File: config.mk
export PLATFORM = sky130hd
export DESIGN_NAME = seg7_scan_driver
export DESIGN_NICKNAME = d
export VERILOG_FILES = /design/src/rtl/seg7_pkg.sv /design/src/rtl/seg7_scan_timer.sv /design/src/rtl/seg7_scan_driver.sv
export SDC_FILE = /design/constraint.sdc
export NUM_CORES = 1
export LEC_CHECK = 0
export ABC_CLOCK_PERIOD_IN_PS = 3500
export BUFFER_PORTS_ARGS = -buffer_cell sky130_fd_sc_hd__buf_2
export CORE_MARGIN = 4
export CORE_UTILIZATION = 24
export DETAILED_ROUTE_END_ITERATION = 12
export PLACE_DENSITY = 0.49
export REMOVE_ABC_BUFFERS = 1
export SLEW_MARGIN = 20
export SYNTH_ARGS = -nofsm -noshare
export SYNTH_HDL_FRONTEND = slang
export SYNTH_SLANG_ARGS = --single-unit
File: constraint.sdc
create_clock -name clk_i -period 3.5 [get_ports clk_i]
set_input_delay 0.35 -clock clk_i [delete_from_list [all_inputs] [get_ports clk_i]]
set_output_delay 0.35 -clock clk_i [all_outputs]
set_load 0.005 [all_outputs]
File: src/rtl/seg7_pkg.sv
// Shared types and constants for the 7-segment scan driver: scan FSM states,
// the hex-to-segment table and the all-segments-off cathode pattern.
package seg7_pkg;

  typedef enum logic [1:0] {
    IDLE  = 2'd0,
    BLANK = 2'd1,
    SHOW  = 2'd2
  } scan_state_e;

  // Active-low cathode pattern with every segment dark.
  localparam logic [6:0] SEG_OFF = 7'h7F;

  // Active-high {G,F,E,D,C,B,A} patterns, entry 15 first.
  localparam logic [15:0][6:0] SEG_TABLE = {
    7'h71, 7'h79, 7'h5E, 7'h39, 7'h7C, 7'h77, 7'h6F, 7'h7F,
    7'h07, 7'h7D, 7'h6D, 7'h66, 7'h4F, 7'h5B, 7'h06, 7'h3F
  };

  function automatic logic [6:0] hex_to_seg(input logic [3:0] hex);
    return SEG_TABLE[hex];
  endfunction

endpackage

File: src/rtl/seg7_scan_timer.sv
// Slot timer for the scan driver: counts cycles within a digit slot and
// steps the digit index at each slot end. Exposes the next-cycle counter
// position as flags so the driver can register outputs aligned with state.
module seg7_scan_timer #(
  parameter int NUM_DIGITS   = 4,
  parameter int REFRESH_DIV  = 100000,
  parameter int BLANK_CYCLES = 1000,
  parameter int IDX_W        = (NUM_DIGITS > 1) ? $clog2(NUM_DIGITS) : 1
) (
  input  logic             clk_i,
  input  logic             rst_i,
  input  logic             clear_i,
  input  logic             run_i,
  output logic             blank_done_o,
  output logic             slot_done_o,
  output logic [IDX_W-1:0] idx_next_o,
  output logic             frame_start_next_o,
  output logic             frame_last_next_o
);

  localparam int CNT_W = (REFRESH_DIV > 1) ? $clog2(REFRESH_DIV) : 1;

  localparam logic [CNT_W-1:0] CNT_BLANK_LAST = CNT_W'(BLANK_CYCLES - 1);
  localparam logic [CNT_W-1:0] CNT_SLOT_LAST  = CNT_W'(REFRESH_DIV - 1);
  localparam logic [IDX_W-1:0] IDX_LAST       = IDX_W'(NUM_DIGITS - 1);

  logic [CNT_W-1:0] cnt_q, cnt_d;
  logic [IDX_W-1:0] idx_q, idx_d;

  // Next slot position: clear to digit 0, or advance and wrap at slot end.
  always_comb begin
    cnt_d = cnt_q;
    idx_d = idx_q;
    if (clear_i) begin
      cnt_d = '0;
      idx_d = '0;
    end else if (run_i) begin
      if (cnt_q == CNT_SLOT_LAST) begin
        cnt_d = '0;
        idx_d = (idx_q == IDX_LAST) ? '0 : idx_q + 1'b1;
      end else begin
        cnt_d = cnt_q + 1'b1;
      end
    end
  end

  // Slot counter and digit index registers.
  always_ff @(posedge clk_i) begin
    if (rst_i) begin
      cnt_q <= '0;
      idx_q <= '0;
    end else begin
      cnt_q <= cnt_d;
      idx_q <= idx_d;
    end
  end

  assign blank_done_o       = (cnt_q == CNT_BLANK_LAST);
  assign slot_done_o        = (cnt_q == CNT_SLOT_LAST);
  assign idx_next_o         = idx_d;
  assign frame_start_next_o = (cnt_d == '0) && (idx_d == '0);
  assign frame_last_next_o  = (cnt_d == CNT_SLOT_LAST) && (idx_d == IDX_LAST);

endmodule

File: src/rtl/seg7_scan_driver.sv
// Time-multiplexed common-anode 7-segment driver with a double-buffered
// value register committed at frame boundaries (or at once while idle).
// Build option SEG7_LZB_EN enables leading-zero blanking.
module seg7_scan_driver
  import seg7_pkg::*;
#(
  parameter int NUM_DIGITS   = 4,
  parameter int REFRESH_DIV  = 100000,
  parameter int BLANK_CYCLES = 1000
) (
  input  logic                    clk_i,
  input  logic                    rst_i,
  input  logic                    enable_i,
  input  logic                    load_i,
  input  logic [4*NUM_DIGITS-1:0] value_i,
  input  logic [NUM_DIGITS-1:0]   dp_i,
  output logic                    pending_o,
  output logic                    frame_done_o,
  output logic [NUM_DIGITS-1:0]   anode_no,
  output logic [6:0]              seg_no,
  output logic                    dp_no
);

  localparam int IDX_W = (NUM_DIGITS > 1) ? $clog2(NUM_DIGITS) : 1;

  scan_state_e state_q, state_d;

  logic             blank_done, slot_done, frame_start_next, frame_last_next;
  logic [IDX_W-1:0] idx_next;

  logic [4*NUM_DIGITS-1:0] shadow_val_q, active_val_q;
  logic [NUM_DIGITS-1:0]   shadow_dp_q, active_dp_q;
  logic                    pending_q;
  logic                    commit;

  logic [3:0] digit_sel;
  logic       dp_sel;
  logic       lzb_blank;

  logic [NUM_DIGITS-1:0] anode_q, anode_d;
  logic [6:0]            seg_q, seg_d;
  logic                  dp_q, dp_d;
  logic                  frame_done_q, frame_done_d;

  seg7_scan_timer #(
    .NUM_DIGITS   (NUM_DIGITS),
    .REFRESH_DIV  (REFRESH_DIV),
    .BLANK_CYCLES (BLANK_CYCLES),
    .IDX_W        (IDX_W)
  ) u_timer (
    .clk_i              (clk_i),
    .rst_i              (rst_i),
    .clear_i            (state_d == IDLE),
    .run_i              (state_q != IDLE),
    .blank_done_o       (blank_done),
    .slot_done_o        (slot_done),
    .idx_next_o         (idx_next),
    .frame_start_next_o (frame_start_next),
    .frame_last_next_o  (frame_last_next)
  );

  // Scan FSM next state; dropping enable idles from any state.
  always_comb begin
    state_d = state_q;
    if (!enable_i) begin
      state_d = IDLE;
    end else begin
      case (state_q)
        IDLE:    state_d = BLANK;
        BLANK:   if (blank_done) state_d = SHOW;
        SHOW:    if (slot_done)  state_d = BLANK;
        default: state_d = IDLE;
      endcase
    end
  end

  // Scan FSM state register.
  always_ff @(posedge clk_i) begin
    if (rst_i) state_q <= BLANK;
    else       state_q <= state_d;
  end

  // Shadow moves to active on entry to digit 0's BLANK, or whenever idle.
  assign commit = pending_q &&
                  ((state_q == IDLE) || ((state_d == BLANK) && frame_start_next));

  // Select the digit and dp bit of the slot being entered.
  always_comb begin
    digit_sel = 4'h0;
    dp_sel    = 1'b0;
    for (int i = 0; i < NUM_DIGITS; i++) begin
      if (idx_next == IDX_W'(i)) begin
        digit_sel = active_val_q[4*i +: 4];
        dp_sel    = active_dp_q[i];
      end
    end
  end

`ifdef SEG7_LZB_EN
  logic lzb_run;

  // Blank a non-zero-index digit without dp when it and all digits above are 0.
  always_comb begin
    lzb_run   = 1'b1;
    lzb_blank = 1'b0;
    for (int i = NUM_DIGITS - 1; i >= 0; i--) begin
      lzb_run = lzb_run && (active_val_q[4*i +: 4] == 4'h0);
      if ((idx_next == IDX_W'(i)) && (i != 0) && !active_dp_q[i] && lzb_run)
        lzb_blank = 1'b1;
    end
  end
`else
  assign lzb_blank = 1'b0;
`endif

  // Pin values for the next cycle, computed from the next state so that the
  // registered pins line up with the FSM state they belong to.
  always_comb begin
    anode_d      = '1;
    seg_d        = SEG_OFF;
    dp_d         = 1'b1;
    frame_done_d = 1'b0;
    if (state_d == SHOW) begin
      for (int i = 0; i < NUM_DIGITS; i++) begin
        if (idx_next == IDX_W'(i)) anode_d[i] = 1'b0;
      end
      seg_d        = lzb_blank ? SEG_OFF : ~hex_to_seg(digit_sel);
      dp_d         = ~dp_sel;
      frame_done_d = frame_last_next;
    end
  end

  // Load/commit buffers and registered display pins.
  always_ff @(posedge clk_i) begin
    if (rst_i) begin
      shadow_val_q <= '0;
      shadow_dp_q  <= '0;
      active_val_q <= '0;
      active_dp_q  <= '0;
      pending_q    <= 1'b0;
      anode_q      <= '1;
      seg_q        <= SEG_OFF;
      dp_q         <= 1'b1;
      frame_done_q <= 1'b0;
    end else begin
      if (load_i) begin
        shadow_val_q <= value_i;
        shadow_dp_q  <= dp_i;
      end
      if (commit) begin
        active_val_q <= shadow_val_q;
        active_dp_q  <= shadow_dp_q;
      end
      pending_q    <= load_i || (pending_q && !commit);
      anode_q      <= anode_d;
      seg_q        <= seg_d;
      dp_q         <= dp_d;
      frame_done_q <= frame_done_d;
    end
  end

  assign pending_o    = pending_q;
  assign frame_done_o = frame_done_q;
  assign anode_no     = anode_q;
  assign seg_no       = seg_q;
  assign dp_no        = dp_q;

endmodule

==> results of run 1 <==
power by group:
group,leakage (uW),switching [uW],internal (uW)
Sequential,0.000610,14.6,874
Clock,0.000151,370,578
Combinational,0.000996,61.2,50.3
state kept, by name, summed over array words and instances (netlist names):
name           cells
u_timer.cnt_q     17
active_val_q      16
shadow_val_q      16
seg_no             7
active_dp_q        4
anode_no           4
shadow_dp_q        4
state_q            2
u_timer.idx_q      2
dp_no              1
frame_done_o       1
pending_o          1
synth_stat cells (3+ instances only):
cell type  count  share of area
xor2_1         5          0.012
dfxtp_1       75           0.40
mux2i_1       46           0.12
ha_1           8          0.027
buf_2          3         0.0040
nor2_1        77          0.078
o21ai_1        3         0.0040
clkbuf_1      12          0.012
buf_1          6         0.0061
nor4b_1        4         0.0094
nor3_1        12          0.016
a211o_1        3         0.0071
inv_1         11          0.011
nand4b_1       4         0.0094
o21ai_0       10          0.013
a22oi_1        3         0.0061
nor2b_1        3         0.0050
nand4_1        6          0.010
o211ai_1       8          0.016
nand2b_1       3         0.0050
a21o_1         3         0.0061
or3_1          4         0.0067
nand2_1       36          0.036
a31oi_1        6          0.010
a21oi_1        7         0.0094
xnor2_1       10          0.024
nand3_1        7         0.0094
worst paths after layout:
check / depth (start not counted) / end / slack [ps] / from
setup / recovery: 10 / seg_no[4]$_SDFF_PP1_ / 230 / u_timer.cnt_q[11]$_SDFF_PP0_
hold / removal: 3 / shadow_val_q[5]$_SDFFE_PP0P_ / 250 / value_i[5]
hold reg to reg: 2 / active_dp_q[1]$_SDFFE_PP0P_ / 500 / active_dp_q[1]$_SDFFE_PP0P_
setup reg to reg: 10 / seg_no[4]$_SDFF_PP1_ / 230 / u_timer.cnt_q[11]$_SDFF_PP0_
area by class of cell:
type | instances | area share
multi-input combinational | 313 | 0.458
sequential | 75 | 0.321
timing repair buffer | 69 | 0.0937
clock buffer | 10 | 0.0512
tap | 188 | 0.0503
clock inverter | 6 | 0.0153
inverter | 12 | 0.00964
placed cells by master, fill, tap and decap left out, drive strengths merged, types with 4 or more instances in the layout:
master / Yosys / layout
o211ai: 9 / 9
ha: 8 / 8
a21oi: 7 / 7
buf: 12 / 69
a31oi: 6 / 6
nor3: 12 / 12
clkbuf: 12 / 10
mux2i: 46 / 46
xnor2: 10 / 10
nand2: 36 / 36
o21ai: 13 / 13
nand3: 7 / 7
or3: 4 / 4
nor4b: 4 / 4
nand4: 6 / 6
dfxtp: 75 / 75
nor2: 78 / 78
inv: 12 / 14
nand4b: 4 / 4
xor2: 5 / 5
routing by layer:
layer / track usage / part of all wire / up-vias
li1: - / - / 1623
met1: 0.156 / 0.48 / 1528
met2: 0.172 / 0.46 / 78
met3: 0.0224 / 0.040 / 12
met4: 0.0462 / 0.020 / 0
met5: 0 / 0 / -
critical path, stage by stage (launching register included):
cell and delay (ps):
dfxtp_1 330, or4_4 540, or3_4 430, buf_4 160
o211ai_1 270, buf_4 160, a21oi_1 70, or3_1 390
o21ai_1 350, mux2i_1 130, a221o_1 310
per-stage QoR:
stage,utilization,cells
after global routing,0.307,673
after CTS,0.300,669
final,0.307,673
after global placement,0.280,653
after detailed placement,0.280,653
after floorplan,-,400
cell families after synthesis:
group	synth area share
and+or+nand+nor	0.228
DFF	0.404
AOI/OAI and AO/OA	0.141
muxes	0.124
buffers and inverters	0.0414
xor gates and xnor gates	0.0353
adders and majority gates	0.0269
timing repair:
item,CTS,global route
setup endpoints to repair,0,23
gates resized for setup,0,14
buffers inserted,0,4
==> flow_summary.toml, run 1 <==
[outcome]
run_status = "completed"

[power]
p_total_uw = 1950
vdd_drop_max_mv = 0.193
power_density_nw_per_um2 = 417
p_leak_uw = 0.00176

[grt]
gr-usage-all-layers = 0.112
grt.overflow.total = 0
grt_pass1_wl_mm = 16.1
grt_max_degree = 47
grt_pass1_vias = 3060
antenna_found_initial = 0

[routing]
wl_per_cell_um = 14.5
drt_iter0_markers = 186
drt_pre_antenna_iters = 5
drcViolationCount = 0
drtAntennaViolNets = 0
via_count = 3241
drt_wl_total_mm = 9.75
vias_per_cell = 4.82

[sta]
max_freq_mhz = 306
finalCritPeriodShare = 0.935
finalSetupTns_ps = 0
worstMarginPinSlew_ps = 642
slew_viol_final = 0
fin_ws_ps = 228
hold_ws_ps = 253
final-hold-violation-count = 0
rsz0062_at_grt = "no"
slew_headroom = 0.572
setup_viol = 0
skew_ps = 9.57
period_needed_ps = 3270

[clock_tree]
clk_path_buf_depth = 2
cts_hold_buf = 0
path_clk_slew_ps = 60
worstSkewPairLatency_ps = 330
clock-sinks = 75
cts_root_buf = "clkbuf_16"
cts_tree = "built"
cts_buffers = 9
htree_levels = 3

[setup_path]
endpoint_kind = "flop"
critPathArrivalTime_ps = 3490
start_kind = "flop"
crit_type = "reg -> reg"
cp.required_ps = 3720
crit_path_max_fanout = 5

[place]
portBuffers = 37
dpl_worst_slack_ps = 22.6
gp_congestion = 0.910
place_hpwl_mm = 7.28
placed_cell_area_sq_um = 4260

[cells_and_area]
nets = 512
area_delta_synth_final_pct = 25.7
design_area_sq_um = 4670
regArea_sq_um = 1500
multi_input_area_sq_um = 2140
diodes = 0
drive_gt1_frac = 0.221
fillerInstances = 1615

[synth]
yosysWarnings = 0
synth_cells = 424
async_flop_share = 0
ys_seq_area_frac = 0.404
synth_top_flop_cell = "dfxtp_1"
syn_area_per_cell_sq_um = 8.77
netlist_area_sq_um = 3720
netlist-cell-type-count = 65
synth_edf_count = 0
ys_seq_elements = 75

[floorplan]
dieArea_sq_um = 17500
die_y_um = 132
die_w_um = 132
rows = 45
ioPinCount = 38
start_util = 0.245
core_sq_um = 15200

[run]
drv_cap = 0

[worst_hold_path]
hold_path_class = "in -> reg"
Note: power is estimated with default switching activity, not from simulation.
==> inputs of run 2 (changes only) <==
--- a/config.mk
+++ b/config.mk
@@ -12,6 +12,7 @@
 export DETAILED_ROUTE_END_ITERATION = 12
 export PLACE_DENSITY = 0.49
 export REMOVE_ABC_BUFFERS = 1
+export SETUP_SLACK_MARGIN = 0.3
 export SLEW_MARGIN = 20
 export SYNTH_ARGS = -nofsm -noshare
 export SYNTH_HDL_FRONTEND = slang
==> run 2 against run 1 <==
  * Sequential cell count stayed put
  * Critical endpoint is now seg_no[3]$_SDFF_PP1_
  * Final cell count grew 2.5%
  * Highest routed layer unchanged
  * Sequential share of layout area shrank 1.6 points
==> flow_summary.toml, run 2 (same netlist as run 1, synthesis figures left out) <==
[routing]
drtAntennaViolNets = 0
drt_iter0_markers = 249
met1_length_mm = 4.84
top_layer = "met4"
drt_pre_antenna_iters = 5
drcViolationCount = 0
via_count = 3334
drt_wl_total_mm = 10.2
route.met2.wl_mm = 4.60
met3_wirelength_um = 517
wl_per_cell_um = 14.7
vias_per_cell = 4.83

[sta]
worstMarginPinSlew_ps = 639
slew_headroom = 0.574
fin_ws_ps = 296
period_needed_ps = 3200
rsz0062_at_grt = "yes"
skew_ps = 10.1
slew_viol_final = 0
setup_viol = 0
final-hold-violation-count = 0
max_freq_mhz = 312
finalCritPeriodShare = 0.915

[clock_tree]
htree_levels = 3
clk_path_buf_depth = 2
cts_tree = "built"
worstSkewPairLatency_ps = 340
path_clk_slew_ps = 60
cts_hold_buf = 0
cts_root_buf = "clkbuf_16"
cts_buffers = 9
clock-sinks = 75

[setup_path]
endpoint_kind = "flop"
critPathArrivalTime_ps = 3410
rrSetupSlack_ps = 300
crit_type = "reg -> reg"
start_kind = "flop"
crit_path_max_fanout = 5
r2r-end = "seg_no[3]$_SDFF_PP1_"
cp.required_ps = 3700
r2r_start = "u_timer.cnt_q[12]$_SDFF_PP0_"
reg2reg_depth = 13

[place]
gp_congestion = 0.910
placed_cell_area_sq_um = 4260
portBuffers = 37
dpl_worst_slack_ps = 22.6
place_hpwl_mm = 7.28
dp_cells = 653

[floorplan]
ioPinCount = 38
die_w_um = 132
start_util = 0.245
rows = 45
core_sq_um = 15200
die_y_um = 132
dieArea_sq_um = 17500

[worst_hold_path]
hold_path_class = "in -> reg"
min_to = "shadow_val_q[2]$_SDFFE_PP0P_"
hold_depth = 3
hold_start = "value_i[2]"

[grt]
grt_pass1_wl_mm = 16.2
grt_max_degree = 47
grt.overflow.total = 0
antenna_found_initial = 0
gr-usage-all-layers = 0.113
grt_pass1_vias = 3089

[power]
power_density_nw_per_um2 = 396
vdd_drop_max_mv = 0.193
p_leak_uw = 0.00187

[cells_and_area]
largest_reg_flops = 17
drive_gt1_frac = 0.283
nets = 529
area_delta_synth_final_pct = 33.0
largest_register = "u_timer.cnt_q"
stdcell_count = 690
utilization = 0.325
final_common_cell = "nor2_1"
final_cell_mix = "nor2_1 (77), dfxtp_1 (69), mux2i_1 (46)"
diodes = 0
design_area_sq_um = 4940
largestRegisters = "u_timer.cnt_q x17, active_val_q x16, shadow_val_q x16"

[run]
drv_cap = 0

[outcome]
run_status = "completed"
==> run 2: cell count changes in the layout (fill, tap and decap cells not counted), moves of 4 or more <==
cell,previous run,this run
buf_4,31,41
dfxtp_1,75,69
buf_6,0,4
dfxtp_2,0,6
==> run 2: area by class of cell <==
cell class / instances / area (sq um)
clock buffers: 10 / 239
inverters: 12 / 45.0
repair buffers: 86 / 608
clock inverters: 6 / 71.3
flip-flops and latches: 75 / 1510
fillers: 1588 / 10300
well taps: 188 / 235
multi-input cells: 313 / 2230
==> run 2: critical path, cell delays in order, from the launching register on <==
cell and delay (ps):
dfxtp_2 310, or4_4 520, or3_4 440, buf_6 140, o211ai_1 260, a21oi_2 120
a22oi_2 250, o2bb2ai_4 170, buf_12 120, ha_4 180, mux2i_1 140, o21ai_1 90
nor4bb_1 270, a41oi_1 70
==> run 2: how the worst max path moves through the flow <==
stage,from,cells after the start,slack [ps],endpoint
after floorplan,u_timer.cnt_q[11]$_SDFF_PP0_,8,-2460,active_dp_q[0]$_SDFFE_PP0P_
after global placement,u_timer.cnt_q[11]$_SDFF_PP0_,10,130,active_val_q[8]$_SDFFE_PP0P_
after detailed placement,u_timer.cnt_q[11]$_SDFF_PP0_,10,20,active_val_q[8]$_SDFFE_PP0P_
after CTS,u_timer.cnt_q[7]$_SDFF_PP0_,13,250,seg_no[3]$_SDFF_PP1_
after global routing,u_timer.cnt_q[12]$_SDFF_PP0_,13,140,seg_no[3]$_SDFF_PP1_
final,u_timer.cnt_q[12]$_SDFF_PP0_,13,300,seg_no[3]$_SDFF_PP1_
==> run 2: layer usage <==
metal,global-route usage,up-vias
met2,0.172,87
met4,0.0491,0
li1,-,1659
met3,0.0224,16
met5,0,-
met1,0.156,1572
==> run 2: metrics by stage <==
step / power (uW) / setup TNS, ps / hold slack, ps
after global placement: 1010 / 0 / 475
after CTS: 1980 / 0 / 239
after global routing: 2040 / 0 / 260
after detailed placement: 1020 / 0 / 488
after floorplan: 965 / -49140 / 422
final: 1960 / 0 / 252
==> run 2: power by group <==
part / total (uW) / internal, uW / switching [uW]
sequential: 889 / 874 / 14.8
clock: 950 / 578 / 371
combinational: 120 / 56.0 / 64.2
==> run 2: what timing repair did <==
item | CTS | global route
endpoints found under the setup margin | 23 | 28
gates resized for setup | 16 | 28
setup buffers | 4 | 15
pin swaps | 6 | 20
cloned | 0 | 2
